--- src/rtl/spi_pkg.sv ---
// rtl/spi_pkg.sv - shared types and default constants for the SPI master slice
package spi_pkg;

    localparam int SPI_DATA_W_DEF = 16;
    localparam int SPI_NUM_SS_DEF = 4;
    localparam int SPI_DIV_W_DEF  = 8;

    typedef enum logic [1:0] {
        ST_IDLE  = 2'd0,
        ST_SETUP = 2'd1,
        ST_XFER  = 2'd2,
        ST_HOLD  = 2'd3
    } spi_state_t;

    typedef struct packed {
        logic cpol;
        logic cpha;
    } spi_mode_t;

    // Select index width; a single slave still gets a one-bit port.
    function automatic int sel_width(input int n);
        return (n > 1) ? $clog2(n) : 1;
    endfunction

endpackage

--- src/rtl/spi_clk_gen.sv ---
// rtl/spi_clk_gen.sv - half-period divider, SCLK level and leading/trailing edge strobes
module spi_clk_gen #(
    parameter int DIV_W = 8
) (
    input  logic             clk,
    input  logic             rst,
    input  logic             load,
    input  logic             load_level,
    input  logic             run,
    input  logic             toggle,
    input  logic [DIV_W-1:0] div,
    output logic             tick,
    output logic             lead_edge,
    output logic             trail_edge,
    output logic             sclk
);

    logic [DIV_W-1:0] cnt;
    logic             phase;

    // cnt never passes div, so an all-ones divider cannot wrap.
    assign tick       = run && (cnt == div);
    assign lead_edge  = tick && toggle && !phase;
    assign trail_edge = tick && toggle && phase;

    always_ff @(posedge clk or negedge rst) begin
        if (!rst) begin
            cnt   <= '0;
            phase <= 1'b0;
            sclk  <= 1'b0;
        end else if (load) begin
            cnt   <= '0;
            phase <= 1'b0;
            sclk  <= load_level;
        end else if (!run) begin
            cnt <= '0;
        end else if (tick) begin
            cnt <= '0;
            if (toggle) begin
                sclk  <= ~sclk;
                phase <= ~phase;
            end
        end else begin
            cnt <= cnt + DIV_W'(1);
        end
    end

endmodule

--- src/rtl/spi_master_cfg.sv ---
// rtl/spi_master_cfg.sv - configurable SPI master (modes 0-3, divider, NUM_SS selects)
// Optional SPI_LSB_FIRST_EN adds lsb_first to choose LSB-first shift/receive order.
module spi_master_cfg
    import spi_pkg::*;
#(
    parameter int DATA_W = SPI_DATA_W_DEF,
    parameter int NUM_SS = SPI_NUM_SS_DEF,
    parameter int DIV_W  = SPI_DIV_W_DEF
) (
    input  logic                         clk,
    input  logic                         rst,
    input  logic                         start,
    input  logic [sel_width(NUM_SS)-1:0] ss_sel,
    input  logic                         cpol,
    input  logic                         cpha,
    input  logic [DIV_W-1:0]             clk_div,
    input  logic [DATA_W-1:0]            data_in,
`ifdef SPI_LSB_FIRST_EN
    input  logic                         lsb_first,
`endif
    input  logic                         miso,
    output logic                         sclk,
    output logic                         mosi,
    output logic [NUM_SS-1:0]            ss_n,
    output logic [DATA_W-1:0]            data_out,
    output logic                         busy,
    output logic                         done
);

    localparam int EDGES  = 2 * DATA_W;
    localparam int ECNT_W = $clog2(EDGES + 1);

    spi_state_t        state;
    spi_mode_t         mode_q;
    logic [DIV_W-1:0]  div_q;
    logic [DATA_W-1:0] tx_sr;
    logic [DATA_W-1:0] rx_sr;
    logic [ECNT_W-1:0] edge_cnt;
    logic              lsb_in;
    logic              lsb_q;
    logic              sel_ok;
    logic              accept;
    logic              tick;
    logic              lead_edge;
    logic              trail_edge;
    logic              shift_edge;
    logic              sample_edge;

`ifdef SPI_LSB_FIRST_EN
    assign lsb_in = lsb_first;
    always_ff @(posedge clk or negedge rst) begin
        if (!rst) begin
            lsb_q <= 1'b0;
        end else if (accept) begin
            lsb_q <= lsb_first;
        end
    end
`else
    assign lsb_in = 1'b0;
    assign lsb_q  = 1'b0;
`endif

    function automatic logic [DATA_W-1:0] shift_out(input logic [DATA_W-1:0] v, input logic lsb);
        return lsb ? (v >> 1) : (v << 1);
    endfunction

    assign sel_ok = (32'(ss_sel) < 32'(NUM_SS));
    // The done cycle is excluded so a start coincident with done waits one cycle.
    assign accept = start && (state == ST_IDLE) && !done && sel_ok;

    assign shift_edge  = mode_q.cpha ? lead_edge  : trail_edge;
    assign sample_edge = mode_q.cpha ? trail_edge : lead_edge;

    spi_clk_gen #(
        .DIV_W (DIV_W)
    ) u_clk_gen (
        .clk        (clk),
        .rst        (rst),
        .load       (accept),
        .load_level (cpol),
        .run        (state != ST_IDLE),
        .toggle     (state == ST_XFER),
        .div        (div_q),
        .tick       (tick),
        .lead_edge  (lead_edge),
        .trail_edge (trail_edge),
        .sclk       (sclk)
    );

    always_ff @(posedge clk or negedge rst) begin
        if (!rst) begin
            state    <= ST_IDLE;
            mode_q   <= '0;
            div_q    <= '0;
            tx_sr    <= '0;
            rx_sr    <= '0;
            edge_cnt <= '0;
            mosi     <= 1'b0;
            ss_n     <= '1;
            data_out <= '0;
            busy     <= 1'b0;
            done     <= 1'b0;
        end else begin
            done <= 1'b0;
            case (state)
                ST_IDLE: begin
                    if (accept) begin
                        state       <= ST_SETUP;
                        busy        <= 1'b1;
                        mode_q.cpol <= cpol;
                        mode_q.cpha <= cpha;
                        div_q       <= clk_div;
                        ss_n        <= ~(NUM_SS'(1) << ss_sel);
                        mosi        <= lsb_in ? data_in[0] : data_in[DATA_W-1];
                        // cpha=0 presents bit 0 now; cpha=1 presents it on the first leading edge.
                        tx_sr       <= cpha ? data_in : shift_out(data_in, lsb_in);
                        rx_sr       <= '0;
                        edge_cnt    <= '0;
                    end
                end
                ST_SETUP: begin
                    if (tick) begin
                        state <= ST_XFER;
                    end
                end
                ST_XFER: begin
                    if (tick) begin
                        edge_cnt <= edge_cnt + ECNT_W'(1);
                        if (shift_edge) begin
                            mosi  <= lsb_q ? tx_sr[0] : tx_sr[DATA_W-1];
                            tx_sr <= shift_out(tx_sr, lsb_q);
                        end
                        if (sample_edge) begin
                            rx_sr <= lsb_q ? {miso, rx_sr[DATA_W-1:1]}
                                           : {rx_sr[DATA_W-2:0], miso};
                        end
                        if (edge_cnt == ECNT_W'(EDGES - 1)) begin
                            state <= ST_HOLD;
                        end
                    end
                end
                ST_HOLD: begin
                    if (tick) begin
                        state    <= ST_IDLE;
                        busy     <= 1'b0;
                        done     <= 1'b1;
                        ss_n     <= '1;
                        data_out <= rx_sr;
                    end
                end
                default: state <= ST_IDLE;
            endcase
        end
    end

    a_one_select: assert property (@(posedge clk) disable iff (!rst) $onehot0(~ss_n));
    a_busy_state: assert property (@(posedge clk) disable iff (!rst) busy == (state != ST_IDLE));
    a_done_idle:  assert property (@(posedge clk) disable iff (!rst) done |-> !busy);

endmodule
--- config.mk ---
export PLATFORM = sky130hd
export DESIGN_NAME = spi_master_cfg
export DESIGN_NICKNAME = d
export VERILOG_FILES = /design/src/rtl/spi_pkg.sv /design/src/rtl/spi_clk_gen.sv /design/src/rtl/spi_master_cfg.sv
export SDC_FILE = /design/constraint.sdc
export NUM_CORES = 1
export LEC_CHECK = 0
export BUFFER_PORTS_ARGS = -buffer_cell sky130_fd_sc_hd__buf_2
export CAP_MARGIN = 10
export CORE_AREA = 2 2 87 89
export CTS_CLUSTER_SIZE = 14
export DETAILED_ROUTE_END_ITERATION = 12
export DIE_AREA = 0 0 89 91
export HOLD_SLACK_MARGIN = 0.1
export PLACE_DENSITY = 0.86
export SYNTH_ARGS = -nofsm -noshare
export SYNTH_HDL_FRONTEND = slang
export SYNTH_SLANG_ARGS = --single-unit
--- constraint.sdc ---
create_clock -name clk -period 4 [get_ports clk]
set_clock_uncertainty 0.1 [all_clocks]
set_input_delay 0.4 -clock clk [delete_from_list [all_inputs] [get_ports clk]]
set_output_delay 0.4 -clock clk [all_outputs]
set_load 0.05 [all_outputs]
; After elaboration in Yosys (flattened, before gate mapping)
; Cells that the tools add are included.
[word_totals]
ff_bits = 82
in_bits = 32
output_inout_bits = 24
word_cells = 98
[classes]
add_sub_neg = 2
n_eq_ne = 12
shift = 1
n_mux = 43
n_bitwise = 3
n_reduce_logical = 23
[op_table]
columns = operator, count
row1 = 16-bit 2-to-1 mux, 7
row2 = 16-bit case mux with 2 select lines, 2
row3 = 8-bit 2-to-1 mux, 3
row4 = 1-bit 2-to-1 mux, 17
row5 = 6-bit 2-to-1 mux, 2
row6 = 6-bit case mux with 2 select lines, 1
row7 = 2-bit nonzero test, 6
row8 = 2-bit 2-to-1 mux, 5
row9 = "2-bit != test, second input constant", 5
row10 = 3-bit AND reduction, 3
row11 = "8-bit by 1-bit adder with 8-bit output, second input constant", 1
row12 = 8-bit equality test, 1
row13 = 4-bit 2-to-1 mux, 2
row14 = 2-bit case mux with 4 select lines, 1
row15 = 4-bit case mux with 2 select lines, 1
row16 = 4-bit AND reduction, 2
row17 = "6-bit by 1-bit adder with 6-bit output, second input constant", 1
row18 = "6-bit by 5-bit equality test with 1-bit output, second input constant", 1
row19 = 1-bit logical AND, 6
row20 = 5-bit AND reduction, 1
row21 = "2-bit equality test, second input constant", 2
row22 = "2-bit by 1-bit != test with 1-bit output, second input constant", 2
row23 = 4-bit NOT, 1
row24 = 1-bit case mux with 2 select lines, 2
row25 = 6 further kinds, 9

; Depth between registers and ports, before layout
; Gate-level depths: netlist (run 1).
[logic_depth]
ltp_word = 8
mapped_depth = 9
depth_no_buf = 7

; Cells and area by module
; Synthesis (run 1) repeated with hierarchy kept, for this count alone.
[unflattened]
cells_unflattened = 375
area_unflattened_um2 = 3987.6
[by_module_without_submodules]
columns = module, n_inst, cells_per_inst, area_per_inst_um2, seq_area_each_um2
row1 = spi_master_cfg, 1, 315, 3412.0, 1806.7
row2 = spi_clk_gen, 1, 60, 575.6, 250.2

; Worst setup path before layout (run 1)
; Ideal clock, no wire load.
[synth_path]
kind = reg2reg
startpoint = register done
endpoint = register tx_sr[10]
setup_time_ns = 0.125
arrival_ns = 1.974
t_required_ns = 3.775
setup_slack_ns = 1.801
path_stages_with_launch = 7
path_buffers = 1
synth_period_minus_slack_ns = 2.199
cell_sequence = dfrtp_1 nand3b_1 o21ai_1 nand2_1 o22ai_4 buf_12 mux2_4
[synth_between]
elab_chain_cells = 4
[synth_lines]
columns = element, line_no
row1 = from (decl), spi_master_cfg.sv:27  ; output logic done
row2 = from (signal assigned), spi_master_cfg.sv:102  ; done <= 1'b0;
row3 = from (signal assigned), spi_master_cfg.sv:104  ; done <= 1'b0;
row4 = from (signal assigned), spi_master_cfg.sv:146  ; done <= 1'b1;
row5 = 1-bit zero test, spi_master_cfg.sv:69  ; assign accept = start && (state == ST_IDLE) && !done && sel_ok;
row6 = 1-bit logical AND, spi_master_cfg.sv:69
row7 = 2-bit != test (no source line), --
row8 = 4-bit AND reduction (no source line), --
row9 = to (signal assigned), spi_master_cfg.sv:116  ; tx_sr <= cpha ? data_in : shift_out(data_in, lsb_in);
row10 = to (signal assigned), spi_master_cfg.sv:131  ; tx_sr <= shift_out(tx_sr, lsb_q);
row11 = to (decl), spi_master_cfg.sv:36  ; logic [DATA_W-1:0] tx_sr;
; No other way between the ends.
; A chain may end at the register's enable or synchronous reset.

; Worst setup path in the final report (run 1)
[layout_path]
startpoint = register state[0]
endpoint = register mosi
[layout_between]
elab_chain_cells = 7
elab_cells_between_ends = 16
classes_between = 4 x eq/ne / 2 x mux / 10 x reduce/logical
[layout_lines]
columns = element, line_no
row1 = from (decl), spi_master_cfg.sv:33  ; spi_state_t state;
row2 = from (signal assigned), spi_master_cfg.sv:92  ; state <= ST_IDLE;
row3 = from (signal assigned), spi_master_cfg.sv:108  ; state <= ST_SETUP;
row4 = from (signal assigned), spi_master_cfg.sv:123  ; state <= ST_XFER;
row5 = 2-bit nonzero test, spi_master_cfg.sv:81  ; .run (state != ST_IDLE),
row6 = 1-bit logical AND, spi_clk_gen.sv:22  ; assign tick = run && (cnt == div);
row7 = 1-bit logical AND, "spi_clk_gen.sv:23, spi_clk_gen.sv:24"
row8 = "1-bit logical AND, on equally long branches", "spi_clk_gen.sv:24, spi_clk_gen.sv:23"
row9 = 1-bit 2-to-1 mux, spi_master_cfg.sv:71  ; assign shift_edge = mode_q.cpha ? lead_edge : trail_edge;
row10 = 2-bit != test (no source line), --
row11 = 4-bit AND reduction (no source line), --
row12 = to (signal assigned), spi_master_cfg.sv:114  ; mosi <= lsb_in ? data_in[0] : data_in[DATA_W-1];
row13 = to (signal assigned), spi_master_cfg.sv:130  ; mosi <= lsb_q ? tx_sr[0] : tx_sr[DATA_W-1];
row14 = to (decl), spi_master_cfg.sv:23  ; output logic mosi,
; Several ways; a longest one is shown, not always the timed one.

==> impl_metrics.yaml, run 1 <==
drt:
  dr.pass1.iters: 4
  remaining_drc_errors: 0
  num_vias: 3101
  avgRoutedWirePerCell_um: 14.64
  drt-vias-per-instance: 5.648
  ant_nets: 0
  routed_wl_um: 8037
  drtIter0Drc: 208
sta:
  fmax_ghz: 0.3526
  maxSlewHeadroom: 0.2502
  worst_pin_slew_ns: 1.122
  post-route-period-util: 0.7090
  fin_crit_ns: 2.836
  setup_tns_ns: 0
  grt_setup_unrepaired: "false"
  report.final.setup_viol: 0
  hold_viol_final: 0
  worst_hold_slack_ns: 0.1132
  slew_violations: 0
layout:
  area_growth_pct: 13.03
  final_net_count: 483
  n_fill_cell: 591
  diodes: 0
  drive_gt1_frac: 0.2578
synthesis:
  yosys.area.top_type: "dfrtp_1"
  syn_inst: 400
  ys.flop_type: "dfrtp_1"
  ys_top_cells_by_count: "78 x dfrtp_1, 66 x nand2_1, 37 x nand3_1"
  yosysWarnings: 0
  yosysMostFrequentCell: "dfrtp_1"
  synth_area_per_cell_um2: 10.39
  synthDominantCellAreaShare: 0.4696
  synth_edf_count: 0
  syn_nets: 438
  synth_cell_types: 46
  ys_seq_area_frac: 0.4949
  synth.area.top_cells: "dfrtp_1 47%, mux2_4 6.5%, nand2_1 6.0%"
  ys_ff_latch: 82
  async_reset_ff_frac: 1.000
  syn_area_um2: 4156
run_status:
  status: "completed"
power:
  p_comb_frac: 0.417
  p_switching_uw: 1440
  seqPwrFrac: 0.392
  irDropWorstVdd_mv: 0.3357
  power_leakage_uw: 0.002248
  clkPwrFrac: 0.191
  sw_frac_of_total: 0.4116
  internal_power_uw: 2059
  pwr_density_cell_nw_per_um2: 744.8
clock_network:
  cts_max_path_buffers: 2
  cts.sinks: 82
  hold_buffers: 0
  tritoncts: "built"
  cts_made_buffers: 9
  post_cts_buffers: 0
  clk_pin_slew_ns: 0.08
  cts_max_level: 3
  clock_latency_ns: 0.36
  ctsResizeCount: 0
  cts_root_buffer: "clkbuf_8"
min_path:
  hold_class: "in2async"
critical_path:
  crit_chain: "inv_1 > ha_1 > nand3b_1 > o21ai_1 > buf_4 > nand2_1 > o22ai_4 > mux2_2"
  cp.arrival_ns: 2.98
  crit_path_end_kind: "flip-flop"
  cp.buffers_inverters: 2
  crit_family: "compound AO/OA/AOI/OAI gates"
  path_class: "reg2reg"
  critPathSlowestCell: "o22ai_4"
  cp.required_ns: 4.14
  start_kind: "flip-flop"
  cp_max_fo: 21
  cpPeakStageDelay_ns: 0.56
global_route:
  grt_pass1_wl_um: 13850
  antenna_found_initial: 0
  gr-usage-all-layers: 0.2197
  grt_max_degree: 83
  overflow: 0
  grt_pass1_vias: 3038
die:
  die_area_um2: 8099
  io_pins: 56
  die_w_um: 89
  std_cell_rows: 31
  initial_core_util: 0.5824
  core_area_um2: 7137
  die_height_um: 91
run:
  drv_cap: 0
placed_design:
  place.gp.congestion: 0.8057
  io_buffers: 55
  hpwl_um: 5254
==> registers in the layout, indices dropped and copies added (netlist names) <==
register / count
state: 2
done: 1
edge_cnt: 6
div_q: 8
rx_sr: 16
mode_q: 1
mosi: 1
u_clk_gen.cnt: 8
u_clk_gen.sclk: 1
u_clk_gen.phase: 1
data_out: 16
busy: 1
tx_sr: 16
ss_n: 4
==> cell type report <==
class / instances / area, um^2 / share of cell area
Clock buffer: 10 / 137.6 / 0.02929
Clock inverter: 6 / 90.09 / 0.01917
Inverter: 8 / 30.03 / 0.006391
Multi-Input combinational cell: 283 / 1937 / 0.4123
Sequential cell: 82 / 2057 / 0.4378
Tap cell: 99 / 123.9 / 0.02636
Timing Repair Buffer: 61 / 322.8 / 0.06871
==> cell families (layout without fill, tap and decap cells) <==
group / count (synthesis) / after routing / synth area share
AO/OA/AOI/OAI: 72 / 72 / 0.1093
XOR/XNOR: 16 / 16 / 0.03371
adder cells (fa/ha/maj): 6 / 6 / 0.01806
buffers and inverters: 35 / 85 / 0.03974
flip-flops: 82 / 82 / 0.4949
multiplexers: 50 / 50 / 0.1469
AND/OR/NAND/NOR: 139 / 139 / 0.1574
==> final timing paths <==
check	slack, ns	to	start	depth (start not counted)
setup / recovery	1.16	mosi$_DFFE_PN0P_	state[0]$_DFFE_PN0P_	8
hold / removal	0.11	u_clk_gen.cnt[1]$_DFF_PN0_	rst	1
setup reg to reg	1.16	mosi$_DFFE_PN0P_	state[0]$_DFFE_PN0P_	8
hold reg to reg	0.39	data_out[2]$_DFFE_PN0P_	data_out[2]$_DFFE_PN0P_	1
max in group asynchronous	3.07	rx_sr[12]$_DFFE_PN0P_	rst	1
min in group clk	0.12	div_q[4]$_DFFE_PN0P_	clk_div[4]	3
==> layer usage <==
metal / vias to the layer above / global-route usage / share of wire
li1: 1495 / - / -
met3: 22 / 0.04636 / 0.043
met5: - / 0 / 0
met2: 77 / 0.3308 / 0.48
met1: 1507 / 0.2947 / 0.44
met4: 0 / 0.1194 / 0.031
==> stage by stage <==
step | util | cells | power [uW] | setup slack (ns) | area [um^2]
2_1_floorplan | - | 400 | 2513 | 1.801 | 4156
3_3_place_gp | 0.6264 | 533 | 2762 | 1.309 | 4471
3_5_place_dp | 0.6264 | 533 | 2841 | 1.202 | 4471
4_1_cts | 0.6583 | 549 | 3519 | 1.173 | 4698
5_1_grt | 0.6583 | 549 | 3753 | 0.9817 | 4698
6_report | 0.6583 | 549 | 3499 | 1.164 | 4698
==> layout by cell type, fill, tap and decap left out, drive strengths merged, types with 2 or more instances in the layout <==
| cell | instances |
|---|---|
| dfrtp | 78 |
| nand2 | 67 |
| buf | 61 |
| nand3 | 38 |
| mux2 | 34 |
| o21ai | 30 |
| mux2i | 16 |
| o211ai | 16 |
| a21oi | 13 |
| xor2 | 11 |
| nor3 | 11 |
| clkbuf | 10 |
| nor2 | 9 |
| inv | 8 |
| ha | 6 |
| xnor2 | 5 |
| and3 | 4 |
| dfstp | 4 |
| nor3b | 3 |
| a31oi | 3 |
| clkinv | 3 |
| a41o | 2 |
| bufinv | 2 |
| nor4 | 2 |
==> power groups by stage <==
stage / registers [uW] / clock network, uW / logic (uW)
6_report: 1370 / 669 / 1460
5_1_grt: 1420 / 721 / 1610
4_1_cts: 1370 / 678 / 1470
3_5_place_dp: 1380 / 0 / 1460
3_3_place_gp: 1370 / 0 / 1400
2_1_floorplan: 1560 / 0 / 952
(Power assumes the default switching activity.)
==> run 2: changes to the inputs <==
Settings changed: CORE_AREA 2 2 87 89 to 2 2 88 90, DIE_AREA 0 0 89 91 to 0 0 90 92, PLACE_DENSITY 0.86 to 0.84.
Clock period 4 ns to 2.8 ns, I/O delays scaled along.
==> run 2 against run 1 <==
Setup slack worse by 0.79 ns. Largest cell class unchanged. Utilization is 1.2 points lower. Largest power group unchanged. Non-clock buffer count is 15 higher. Clock-buffer cell count is 1 higher. Routed wire length is 6.2% higher. Combinational power is 46% higher. Critical endpoint is now edge_cnt[5]$_DFFE_PN0P_.
==> impl_metrics.yaml, run 2 (synthesis results as in run 1) <==
global_route:
  grt_pass1_vias: 3063
  overflow: 0
  grt_max_degree: 83
  gr-usage-all-layers: 0.2190
  grt_pass1_wl_um: 14410
  antenna_found_initial: 0
min_path:
  hold_class: "in2reg"
  worstHoldStart: "miso"
  min_to: "rx_sr[0]$_DFFE_PN0P_"
  hold_depth: 3
die:
  initial_core_util: 0.5581
  die_area_um2: 8280
  std_cell_rows: 32
  die_height_um: 92
  core_area_um2: 7447
  die_w_um: 90
  io_pins: 56
sta:
  fin_crit_ns: 2.422
  grt_setup_unrepaired: "false"
  setup_tns_ns: 0
  slew_violations: 0
  hold_viol_final: 0
  worst_pin_slew_ns: 1.017
  fmax_ghz: 0.4129
  report.final.setup_viol: 0
  maxSlewHeadroom: 0.3221
  post-route-period-util: 0.8649
power:
  finalPower_uw: 4952
  internal_power_uw: 2829
  p_comb_frac: 0.429
  power_leakage_uw: 0.002299
  p_switching_uw: 2123
  irDropWorstVdd_mv: 0.5629
  pwr_density_cell_nw_per_um2: 1029
  clkPwrFrac: 0.171
  seqPwrFrac: 0.399
  sw_frac_of_total: 0.4286
clock_network:
  clk_pin_slew_ns: 0.09
  tritoncts: "built"
  cts_max_path_buffers: 2
  post_cts_buffers: 0
  clock_latency_ns: 0.36
  cts_made_buffers: 9
  cts_root_buffer: "clkbuf_8"
  cts.sinks: 82
  cts_max_level: 3
critical_path:
  cp.arrival_ns: 2.57
  cpPeakStageDelay_ns: 0.52
  path_class: "reg2reg"
  rr_endpoint: "edge_cnt[5]$_DFFE_PN0P_"
  start_kind: "flip-flop"
  r2r-start: "u_clk_gen.cnt[5]$_DFF_PN0_"
  regToRegSetupSlack_ns: 0.38
  crit_chain: "xor2_1 > nor3_1 > and3_1 > buf_4 > a41oi_1 > a221o_1"
  cp_max_fo: 13
  reg2reg_depth: 6
  critPathSlowestCell: "and3_1"
  crit_path_end_kind: "flip-flop"
  cp.required_ns: 2.95
drt:
  remaining_drc_errors: 0
  avgRoutedWirePerCell_um: 15.05
  dr.pass1.iters: 4
  drtIter0Drc: 236
  num_vias: 3167
  ant_nets: 0
  routed_wl_um: 8536
  drt-vias-per-instance: 5.586
layout:
  n_fill_cell: 588
  fin_util: 0.6460
  diodes: 0
  fin_area_um2: 4811
  area_growth_pct: 15.74
  fin_cells: 567
  multi_input_area_um2: 1937
  mostFrequentLayoutCells: "78 x dfrtp_1, 66 x nand2_1, 54 x buf_2"
  seqCellArea_um2: 2057
  layout_top_registers: "data_out (16), rx_sr (16), tx_sr (16)"
  drive_gt1_frac: 0.2581
  layout_commonest_cell: "dfrtp_1"
  final_net_count: 498
placed_design:
  dp_cells: 540
  place.gp.congestion: 0.8952
  hpwl_um: 5653
  dpl-instance-area_um2: 4504
  io_buffers: 55
run:
  drv_cap: 0
run_status:
  status: "completed"
==> run 2: cell count changes in the layout (fill, tap and decap cells not counted) <==
cell and delta:
clkinv_2 -1, clkbuf_8 +1, inv_8 +1, bufinv_16 -2
clkinv_4 -1, inv_6 +2, buf_4 +4, dlygate4sd3_1 +11
==> run 2: critical path, delay by kind of cell (launching register included) <==
kind,cells,cell delay [ns]
compound gates,2,0.40
simple gates,2,0.90
buf+inv,1,0.28
xor+xnor,1,0.19
flops,1,0.45
==> run 2: power by group through the flow <==
| stage | sequential [uW] | combinational [uW] | clock [uW] |
|---|---|---|---|
| global route | 2030 | 2350 | 907 |
| finish | 1980 | 2130 | 848 |
| floorplan | 2230 | 1360 | 0 |
| CTS | 1970 | 2130 | 865 |
| detailed placement | 1990 | 2110 | 0 |
| global placement | 1960 | 2030 | 0 |
==> run 2: layout make-up <==
| type | instances | area share |
|---|---|---|
| sequential | 82 | 0.4276 |
| multi-input combinational | 283 | 0.4026 |
| timing repair buffer | 76 | 0.09623 |
| clock buffer | 11 | 0.03147 |
| tap | 102 | 0.02653 |
| clock inverter | 5 | 0.009363 |
| inverter | 8 | 0.006242 |
==> run 2: metrics by stage <==
| step | worst slack [ns] | hold WS (ns) |
|---|---|---|
| 4_1_cts | 0.4584 | 0.1015 |
| 3_3_place_gp | 0.5694 | 0.3715 |
| 5_1_grt | 0.2872 | 0.1172 |
| 2_1_floorplan | 0.6007 | -0.1156 |
| 3_5_place_dp | 0.4602 | 0.3715 |
| 6_report | 0.3784 | 0.1044 |
==> run 2: layer usage <==
layer / up-vias / global-route usage / share of wire
met1: 1545 / 0.2805 / 0.44
met4: 0 / 0.1051 / 0.023
met2: 82 / 0.3571 / 0.50
li1: 1526 / - / -
met3: 14 / 0.04684 / 0.042
met5: - / 0 / 0
==> run 2: timing repair <==
item,4_1_cts,5_1_grt
hold buffers,11,0
hold endpoints to repair,88,0
gates resized for setup,0,0
==> run 2: how the worst max path moves through the flow <==
stage	startpoint	slack, ns	cells after the start	end
floorplan	done$_DFF_PN0_	0.60	6	tx_sr[10]$_DFFE_PN0P_
global placement	u_clk_gen.cnt[6]$_DFF_PN0_	0.57	6	edge_cnt[5]$_DFFE_PN0P_
detailed placement	u_clk_gen.cnt[6]$_DFF_PN0_	0.46	6	edge_cnt[5]$_DFFE_PN0P_
CTS	u_clk_gen.cnt[6]$_DFF_PN0_	0.46	6	edge_cnt[5]$_DFFE_PN0P_
global route	state[0]$_DFFE_PN0P_	0.29	7	edge_cnt[5]$_DFFE_PN0P_
finish	u_clk_gen.cnt[5]$_DFF_PN0_	0.38	6	edge_cnt[5]$_DFFE_PN0P_
==> run 3: changes to the inputs <==
Settings changed: MAX_ROUTING_LAYER set to met4.
==> run 3 against run 2 <==
Via count decreased by 0.22%. Hold slack improved by 0.0037 ns. Largest power group unchanged. Critical path type unchanged. Clock power about the same. Combinational power about the same. Sequential share of layout area unchanged. First-iteration DRC count increased by 3.8%. Cell count unchanged. Highest routed layer unchanged. Fmax increased by 0.61%.
==> impl_metrics.yaml, run 3 (synthesis results as in run 1) <==
layout:
  layout_commonest_cell: "dfrtp_1"
  n_fill_cell: 588
  fin_area_um2: 4811
  area_growth_pct: 15.74
  seqCellArea_um2: 2057
  layout_top_registers: "data_out (16), rx_sr (16), tx_sr (16)"
  final_net_count: 498
  diodes: 0
  multi_input_area_um2: 1937
  mostFrequentLayoutCells: "78 x dfrtp_1, 66 x nand2_1, 54 x buf_2"
  drive_gt1_frac: 0.2581
placed_design:
  io_buffers: 55
  place.gp.congestion: 0.9103
  hpwl_um: 5653
  dpl-instance-area_um2: 4504
power:
  irDropWorstVdd_mv: 0.5632
  pwr_density_cell_nw_per_um2: 1028
  power_leakage_uw: 0.002299
drt:
  num_vias: 3160
  remaining_drc_errors: 0
  drtIter0Drc: 245
  routed_wl_um: 8487
  drt-vias-per-instance: 5.573
  ant_nets: 0
  dr.pass1.iters: 4
  avgRoutedWirePerCell_um: 14.97
die:
  die_area_um2: 8280
  die_w_um: 90
  io_pins: 56
  initial_core_util: 0.5581
  core_area_um2: 7447
  die_height_um: 92
  std_cell_rows: 32
sta:
  report.final.setup_viol: 0
  grt_setup_unrepaired: "false"
  slew_violations: 0
  maxSlewHeadroom: 0.3198
  fmax_ghz: 0.4155
  hold_viol_final: 0
  worst_pin_slew_ns: 1.020
  fin_crit_ns: 2.407
  post-route-period-util: 0.8596
  setup_tns_ns: 0
run:
  drv_cap: 0
global_route:
  grt_max_degree: 83
  overflow: 0
  gr-usage-all-layers: 0.2247
  grt_pass1_wl_um: 14370
  antenna_found_initial: 0
  grt_pass1_vias: 3071
critical_path:
  cp.arrival_ns: 2.56
  cp_max_fo: 13
  regToRegSetupSlack_ns: 0.39
  crit_path_end_kind: "flip-flop"
  path_class: "reg2reg"
  cp.required_ns: 2.95
  start_kind: "flip-flop"
clock_network:
  tritoncts: "built"
  cts_max_path_buffers: 2
  cts_root_buffer: "clkbuf_8"
  post_cts_buffers: 0
  cts_made_buffers: 9
  clk_pin_slew_ns: 0.09
  cts.sinks: 82
  cts_max_level: 3
  clock_latency_ns: 0.36
  ctsResizeCount: 0
min_path:
  hold_class: "in2reg"
run_status:
  status: "completed"
-- run 3: cell counts in the layout (fill, tap and decap cells not counted) --
No cell type changed its count.
-- run 3: critical path: stages (launching register included) --
cell     delay, ns
dfrtp_1       0.44
xor2_1        0.18
nor3_1        0.38
and3_1        0.52
buf_4         0.28
a41oi_1       0.13
a221o_1       0.27
-- run 3: repair_timing --
action,CTS,global route
hold buffers,11,0
endpoints found under the hold margin,88,0
setup endpoints to repair,0,0
-- run 3: worst paths after layout --
path                                                 start                      end  depth (start not counted)
worst max-delay path            u_clk_gen.cnt[0]$_DFF_PN0_  edge_cnt[5]$_DFFE_PN0P_                          6
worst min-delay path                                  miso     rx_sr[0]$_DFFE_PN0P_                          3
worst max register to register  u_clk_gen.cnt[0]$_DFF_PN0_  edge_cnt[5]$_DFFE_PN0P_                          6
worst min register to register     data_out[0]$_DFFE_PN0P_  data_out[0]$_DFFE_PN0P_                          1
max in group asynchronous                              rst    tx_sr[11]$_DFFE_PN0P_                          2
min in group asynchronous                              rst  data_out[9]$_DFFE_PN0P_                          2
-- run 3: metal layers --
| layer | part of all wire | track usage | vias to the layer above |
|---|---|---|---|
| li1 | - | - | 1524 |
| met1 | 0.44 | 0.2805 | 1538 |
| met2 | 0.50 | 0.3596 | 79 |
| met3 | 0.037 | 0.03369 | 19 |
| met4 | 0.029 | 0.1167 | 0 |
| met5 | 0 | - | - |
-- run 3: area by class of cell --
class	instances	area share
repair buffers	76	0.09623
clock inverters	5	0.009363
multi-input cells	283	0.4026
flip-flops and latches	82	0.4276
inverters	8	0.006242
well taps	102	0.02653
clock buffers	11	0.03147
-- run 3: through the flow --
step	cells	total power (uW)	hold WS, ns	utilization	setup WS, ns
finish	567	4947	0.1081	0.6460	0.3931
global route	567	5286	0.1222	0.6460	0.2872
CTS	567	4964	0.1015	0.6460	0.4584
detailed placement	540	4101	0.3715	0.6048	0.4602
global placement	540	3988	0.3715	0.6048	0.5694
floorplan	400	3591	-0.1156	-	0.6007
-- run 3: power breakdown --
| group | total, uW | switching [uW] | internal [uW] | leakage [uW] |
|---|---|---|---|---|
| Combinational | 2130 | 1320 | 810 | 0.00113 |
| Clock | 847 | 462 | 385 | 0.0000985 |
| Sequential | 1970 | 340 | 1630 | 0.00107 |
